==> src/rtl/guess_entry_ctrl.sv <==
// Keypad front end and game controller for the two-digit number-guessing game.
// Debounces the one-hot keypad, builds a guess, checks it against the secret and counts tries.
`timescale 1ns/1ps
module guess_entry_ctrl #(
  parameter int DEBOUNCE_CYCLES = 16,
  parameter int MAX_TRIES       = 7
) (
  input  logic        clk,
  input  logic        rst,
  input  logic [15:0] onehot,
  input  logic [6:0]  secret,
  input  logic        new_game,
  output logic [3:0]  digit_hi,
  output logic [3:0]  digit_lo,
  output logic [7:0]  tries,
  output logic [1:0]  result,
  output logic        game_over,
  output logic        busy
);

  typedef enum logic [2:0] {IDLE, ENTRY, CHECK, WIN, LOSE} state_t;

  localparam logic [15:0] DEB_LIMIT = 16'(DEBOUNCE_CYCLES);
  localparam logic [7:0]  TRY_LIMIT = 8'(MAX_TRIES);

  state_t      state, state_n;
  logic [15:0] prev_key, stable_cnt, cnt_next;
  logic        key_held, stable, key_evt;
  logic        key_valid, key_is_digit, key_enter, key_clear;
  logic [3:0]  key_digit;
  logic [3:0]  hi_n, lo_n;
  logic [1:0]  count, count_n;
  logic [7:0]  tries_n, tries_inc;
  logic [1:0]  result_n;
  logic [6:0]  secret_q, secret_n, guess_val;

  // Run length of identical samples, counting the current one; saturates at the limit.
  always_comb begin
    cnt_next = 16'd1;
    if (onehot == prev_key)
      cnt_next = (stable_cnt >= DEB_LIMIT) ? stable_cnt : stable_cnt + 16'd1;
  end

  assign stable  = (cnt_next >= DEB_LIMIT);
  assign key_evt = key_valid && stable && !key_held;

  always_comb begin
    key_valid    = 1'b0;
    key_is_digit = 1'b0;
    key_enter    = 1'b0;
    key_clear    = 1'b0;
    key_digit    = 4'd0;
    case (onehot)
      16'h0008: begin key_valid = 1'b1; key_is_digit = 1'b1; key_digit = 4'd0; end
      16'h0080: begin key_valid = 1'b1; key_is_digit = 1'b1; key_digit = 4'd1; end
      16'h0040: begin key_valid = 1'b1; key_is_digit = 1'b1; key_digit = 4'd2; end
      16'h0020: begin key_valid = 1'b1; key_is_digit = 1'b1; key_digit = 4'd3; end
      16'h0800: begin key_valid = 1'b1; key_is_digit = 1'b1; key_digit = 4'd4; end
      16'h0400: begin key_valid = 1'b1; key_is_digit = 1'b1; key_digit = 4'd5; end
      16'h0200: begin key_valid = 1'b1; key_is_digit = 1'b1; key_digit = 4'd6; end
      16'h8000: begin key_valid = 1'b1; key_is_digit = 1'b1; key_digit = 4'd7; end
      16'h4000: begin key_valid = 1'b1; key_is_digit = 1'b1; key_digit = 4'd8; end
      16'h2000: begin key_valid = 1'b1; key_is_digit = 1'b1; key_digit = 4'd9; end
      16'h0001: begin key_valid = 1'b1; key_enter = 1'b1; end
      16'h0004: begin key_valid = 1'b1; key_clear = 1'b1; end
      default:  ;
    endcase
  end

  // Debounce state is deliberately untouched by new_game so a held key never re-fires.
  always_ff @(posedge clk or posedge rst) begin
    if (rst) begin
      prev_key   <= 16'd0;
      stable_cnt <= 16'd0;
      key_held   <= 1'b0;
    end else begin
      prev_key   <= onehot;
      stable_cnt <= cnt_next;
      if (key_evt)
        key_held <= 1'b1;
      else if (onehot == 16'd0 && stable)
        key_held <= 1'b0;
    end
  end

  always_ff @(posedge clk or posedge rst) begin
    if (rst) begin
      state    <= IDLE;
      digit_hi <= 4'd0;
      digit_lo <= 4'd0;
      count    <= 2'd0;
      tries    <= 8'd0;
      result   <= 2'b00;
      secret_q <= 7'd0;
    end else begin
      state    <= state_n;
      digit_hi <= hi_n;
      digit_lo <= lo_n;
      count    <= count_n;
      tries    <= tries_n;
      result   <= result_n;
      secret_q <= secret_n;
    end
  end

  assign guess_val = 7'(digit_hi) * 7'd10 + 7'(digit_lo);
  assign tries_inc = tries + 8'd1;

  always_comb begin
    state_n  = state;
    hi_n     = digit_hi;
    lo_n     = digit_lo;
    count_n  = count;
    tries_n  = tries;
    result_n = result;
    secret_n = secret_q;
    if (new_game) begin
      secret_n = (secret > 7'd99) ? 7'd99 : secret;
      tries_n  = 8'd0;
      result_n = 2'b00;
      hi_n     = 4'd0;
      lo_n     = 4'd0;
      count_n  = 2'd0;
      state_n  = ENTRY;
    end else begin
      case (state)
        ENTRY: begin
          if (key_evt) begin
            if (key_is_digit) begin
              lo_n = key_digit;
              if (count != 2'd0) hi_n = digit_lo;
              if (count != 2'd2) count_n = count + 2'd1;
            end else if (key_clear) begin
              hi_n    = 4'd0;
              lo_n    = 4'd0;
              count_n = 2'd0;
            end else if (key_enter && count != 2'd0) begin
              state_n = CHECK;
            end
          end
        end
        CHECK: begin
          tries_n = tries_inc;
          if (guess_val == secret_q) begin
            result_n = 2'b11;
            state_n  = WIN;
          end else begin
            result_n = (guess_val < secret_q) ? 2'b01 : 2'b10;
            if (tries_inc == TRY_LIMIT) begin
              state_n = LOSE;
            end else begin
              hi_n    = 4'd0;
              lo_n    = 4'd0;
              count_n = 2'd0;
              state_n = ENTRY;
            end
          end
        end
        default: ;
      endcase
    end
  end

  assign game_over = (state == WIN) || (state == LOSE);
  assign busy      = (state == ENTRY) || (state == CHECK);

endmodule

==> config.mk <==
export PLATFORM = sky130hd
export DESIGN_NAME = guess_entry_ctrl
export DESIGN_NICKNAME = d
export VERILOG_FILES = /design/src/rtl/guess_entry_ctrl.sv
export SDC_FILE = /design/constraint.sdc
export NUM_CORES = 1
export LEC_CHECK = 0
export ABC_AREA = 0
export CORE_ASPECT_RATIO = 0.7
export CORE_MARGIN = 5
export CORE_UTILIZATION = 50
export DETAILED_ROUTE_END_ITERATION = 8
export GPL_TIMING_DRIVEN = 0
export MAX_ROUTING_LAYER = met4
export PLACE_DENSITY = 0.87
export SLEW_MARGIN = 20
export SYNTH_ARGS = -nofsm -noshare
export SYNTH_HDL_FRONTEND = slang
export SYNTH_SLANG_ARGS = --single-unit
==> constraint.sdc <==
create_clock -name clk -period 3.2 [get_ports clk]
set_input_delay 0.48 -clock clk [delete_from_list [all_inputs] [get_ports clk]]
set_output_delay 0.48 -clock clk [all_outputs]
set_load 0.03 [all_outputs]
==> flow_summary.json <==
{
  "worstSetupPathType": "reg2reg",
  "yosysSeqAreaShare_pct": 45.5,
  "slew_headroom_pct": 66.5,
  "final_nets": 454,
  "rsz0062_at_grt": "true",
  "grt_first_pass_wirelength_um": 13700,
  "synth_edf_count": 0,
  "ir_drop_uv": 292,
  "cts_root_buf": "clkbuf_8",
  "detail_route.iter0.violations": 178,
  "crit_path_start_kind": "register",
  "synth_seq_cells": 63,
  "yosysWarnings": 0,
  "max_freq_ghz": 0.309,
  "cts_max_level": 3,
  "die-width_um": 110,
  "whs_ns": 0.475,
  "netSwitchingPower_mw": 0.567,
  "gp_congestion": 0.848,
  "multi_input_area_um2": 1780,
  "violations": "setup timing",
  "rows": 25,
  "nFillCells": 534,
  "grt_pass1_vias": 2865,
  "finalHoldViolCount": 0,
  "drt_pass1_iterations": 4,
  "power_mw": 1.95,
  "slew_violations": 0,
  "cts_tree": "built",
  "drc": 0,
  "power_frac_comb_pct": 19.7,
  "worstMarginPinSlew_ns": 0.496,
  "finalCriticalPeriod_ns": 3.24,
  "dp_hpwl_um": 5940,
  "syn_inst": 345,
  "antenna_cells": 0,
  "netlist_area_um2": 3470,
  "fin_ws_ns": -0.0385,
  "p_leak_nw": 1.85,
  "die_area_um2": 8720,
  "wirelength_um": 8110,
  "io_pins": 46,
  "finalSetupViolations": 4,
  "clock_sinks": 63,
  "sw_frac_of_total_pct": 29.1,
  "seq_power_share_pct": 43.9,
  "cts_buffers": 9,
  "wl_per_cell_um": 16.0,
  "syn_to_final_growth_pct": 25.6,
  "p_int_mw": 1.38,
  "setup_tns_ns": -0.107,
  "grt_max_degree": 38,
  "seq_area_um2": 1580,
  "grt_usage_pct": 20.7,
  "drtAntennaViolNets": 0,
  "clockBufferDepth": 2,
  "power_frac_clock_pct": 36.5,
  "hold_class": "in2async",
  "grt_overflow": 0,
  "die_y_um": 79.7,
  "antenna_found_initial": 0,
  "clock-skew-final_ns": 0.00481,
  "arrival_ns": 3.50,
  "clk_pin_slew_ns": 0.07,
  "io_buffers": 44,
  "cp_max_fo": 6,
  "power.density_nw_per_um2": 448,
  "yosysUniqueCellTypes": 48,
  "synth_nets": 392,
  "cp_data_required_time_ns": 3.47,
  "vias_per_cell": 5.48,
  "dominantRegCellSynth": "dfrtp_1",
  "outcome": "complete, but fails checks",
  "hold_buffers": 0,
  "syn_avg_cell_area_um2": 10.0,
  "worstSkewPairLatency_ns": 0.34,
  "start_util_pct": 51.3,
  "cp-end-kind": "register",
  "core-area_um2": 6760,
  "drive_gt1_share_pct": 13.6,
  "maxCapViolations": 0,
  "post-route-period-util_pct": 101,
  "ys_async_sr_fraction_pct": 100,
  "via_count": 2772
}
path summary, 6_finish.rpt:
kind,startpoint,end,slack (ns),cells past startpoint
max in group asynchronous,rst,digit_hi[0]$_DFFE_PP0P_,2.20,3
setup / recovery,digit_hi[1]$_DFFE_PP0P_,digit_hi[1]$_DFFE_PP0P_,-0.04,15
hold reg to reg,count[0]$_DFFE_PP0P_,count[0]$_DFFE_PP0P_,0.49,1
setup reg to reg,digit_hi[1]$_DFFE_PP0P_,digit_hi[1]$_DFFE_PP0P_,-0.04,15
hold / removal,rst,stable_cnt[7]$_DFF_PP0_,0.47,2
min in group clk,count[0]$_DFFE_PP0P_,count[0]$_DFFE_PP0P_,0.49,1
final cells by class:
type	count	area share, %
buffer	12	1.38
clock buffer	10	3.16
clock inverter	6	1.55
inverter	26	2.30
multi-input combinational	244	41.0
sequential	63	36.3
tap	94	2.70
timing repair buffer	51	11.6
registers in the layout (all words and copies together) (netlist names):
| name | count |
|---|---|
| prev_key | 16 |
| stable_cnt | 16 |
| count | 2 |
| tries | 8 |
| state | 3 |
| result | 2 |
| key_held | 1 |
| digit_lo | 4 |
| digit_hi | 4 |
| secret_q | 7 |
per-stage QoR:
stage	worst slack [ns]	cell area [um^2]	cells	utilization, %
floorplan	-0.00166	3500	345	-
global placement	-0.0813	4060	483	60.1
detailed placement	-0.182	4080	484	60.4
CTS	-0.0849	4320	504	64.0
global route	-0.164	4350	506	64.4
finish	-0.0385	4350	506	64.4
cells in the final DEF (no fill, tap or decap), drive strengths merged, types with 10 or more instances in the layout:
cell and n:
nand2 19, inv 28, clkbuf 14, dfrtp 63
nor2 19, nand4 16, and2 18, ha 19
nand3 14, buf 15, o21ai 25, clkdlybuf4s50 44
xor2 11, a21oi 10, xnor2 28
layer usage:
metal | part of all wire [%] | GRT usage (%)
met3 | 6.5 | 5.90
met4 | 1.2 | 4.11
met1 | 44 | 26.8
met2 | 48 | 32.8
met5 | 0 | -
Yosys cell counts, types with 5 or more instances:
cell type,instances,area share [%]
nand4_1,16,2.9
nor3_1,8,1.2
xnor2_1,28,7.1
and2_1,17,3.1
o21ai_1,8,1.2
xor2_1,11,2.8
dfrtp_1,63,45
nor4_1,5,0.90
nand3_1,14,2.0
nor2_1,19,2.1
nand2b_1,5,0.90
o21ai_0,17,2.5
inv_1,25,2.7
ha_1,19,6.9
a21oi_1,10,1.4
nand2_1,19,2.1
buf_2,6,0.87
worst max-delay path: stages (launching register included):
cell      delay [ns]
dfrtp_2         0.43
ha_4            0.25
ha_4            0.15
inv_2           0.05
fa_2            0.46
nor3b_2         0.20
xnor2_1         0.16
ha_1            0.28
and4_4          0.17
and2_4          0.14
a21boi_2        0.12
o22a_1          0.17
o221a_4         0.24
buf_6           0.13
nand4_1         0.11
o21ai_1         0.11
logic make-up after synthesis:
logic type | after synthesis | synth area share [%]
mux | 3 | 1.01
fa+ha+maj | 21 | 8.01
xor+xnor | 39 | 9.86
flops | 63 | 45.5
simple gates | 124 | 20.8
compound gates | 57 | 10.3
buf+inv | 38 | 4.55
what timing repair did:
action | in CTS | in global routing
buffers inserted | 3 | 2
endpoints found under the setup margin | 10 | 10
resized for setup | 3 | 5
cloned | 1 | 0
pin swaps | 8 | 5
power by group through the flow:
stage | logic [mW] | registers, mW | clock network [mW]
after global routing | 0.419 | 0.859 | 0.762
after global placement | 0.343 | 0.867 | 0
after detailed placement | 0.362 | 0.869 | 0
after CTS | 0.375 | 0.855 | 0.726
final | 0.384 | 0.855 | 0.710
after floorplan | 0.218 | 0.879 | 0
Note: power is estimated with default switching activity, not from simulation.
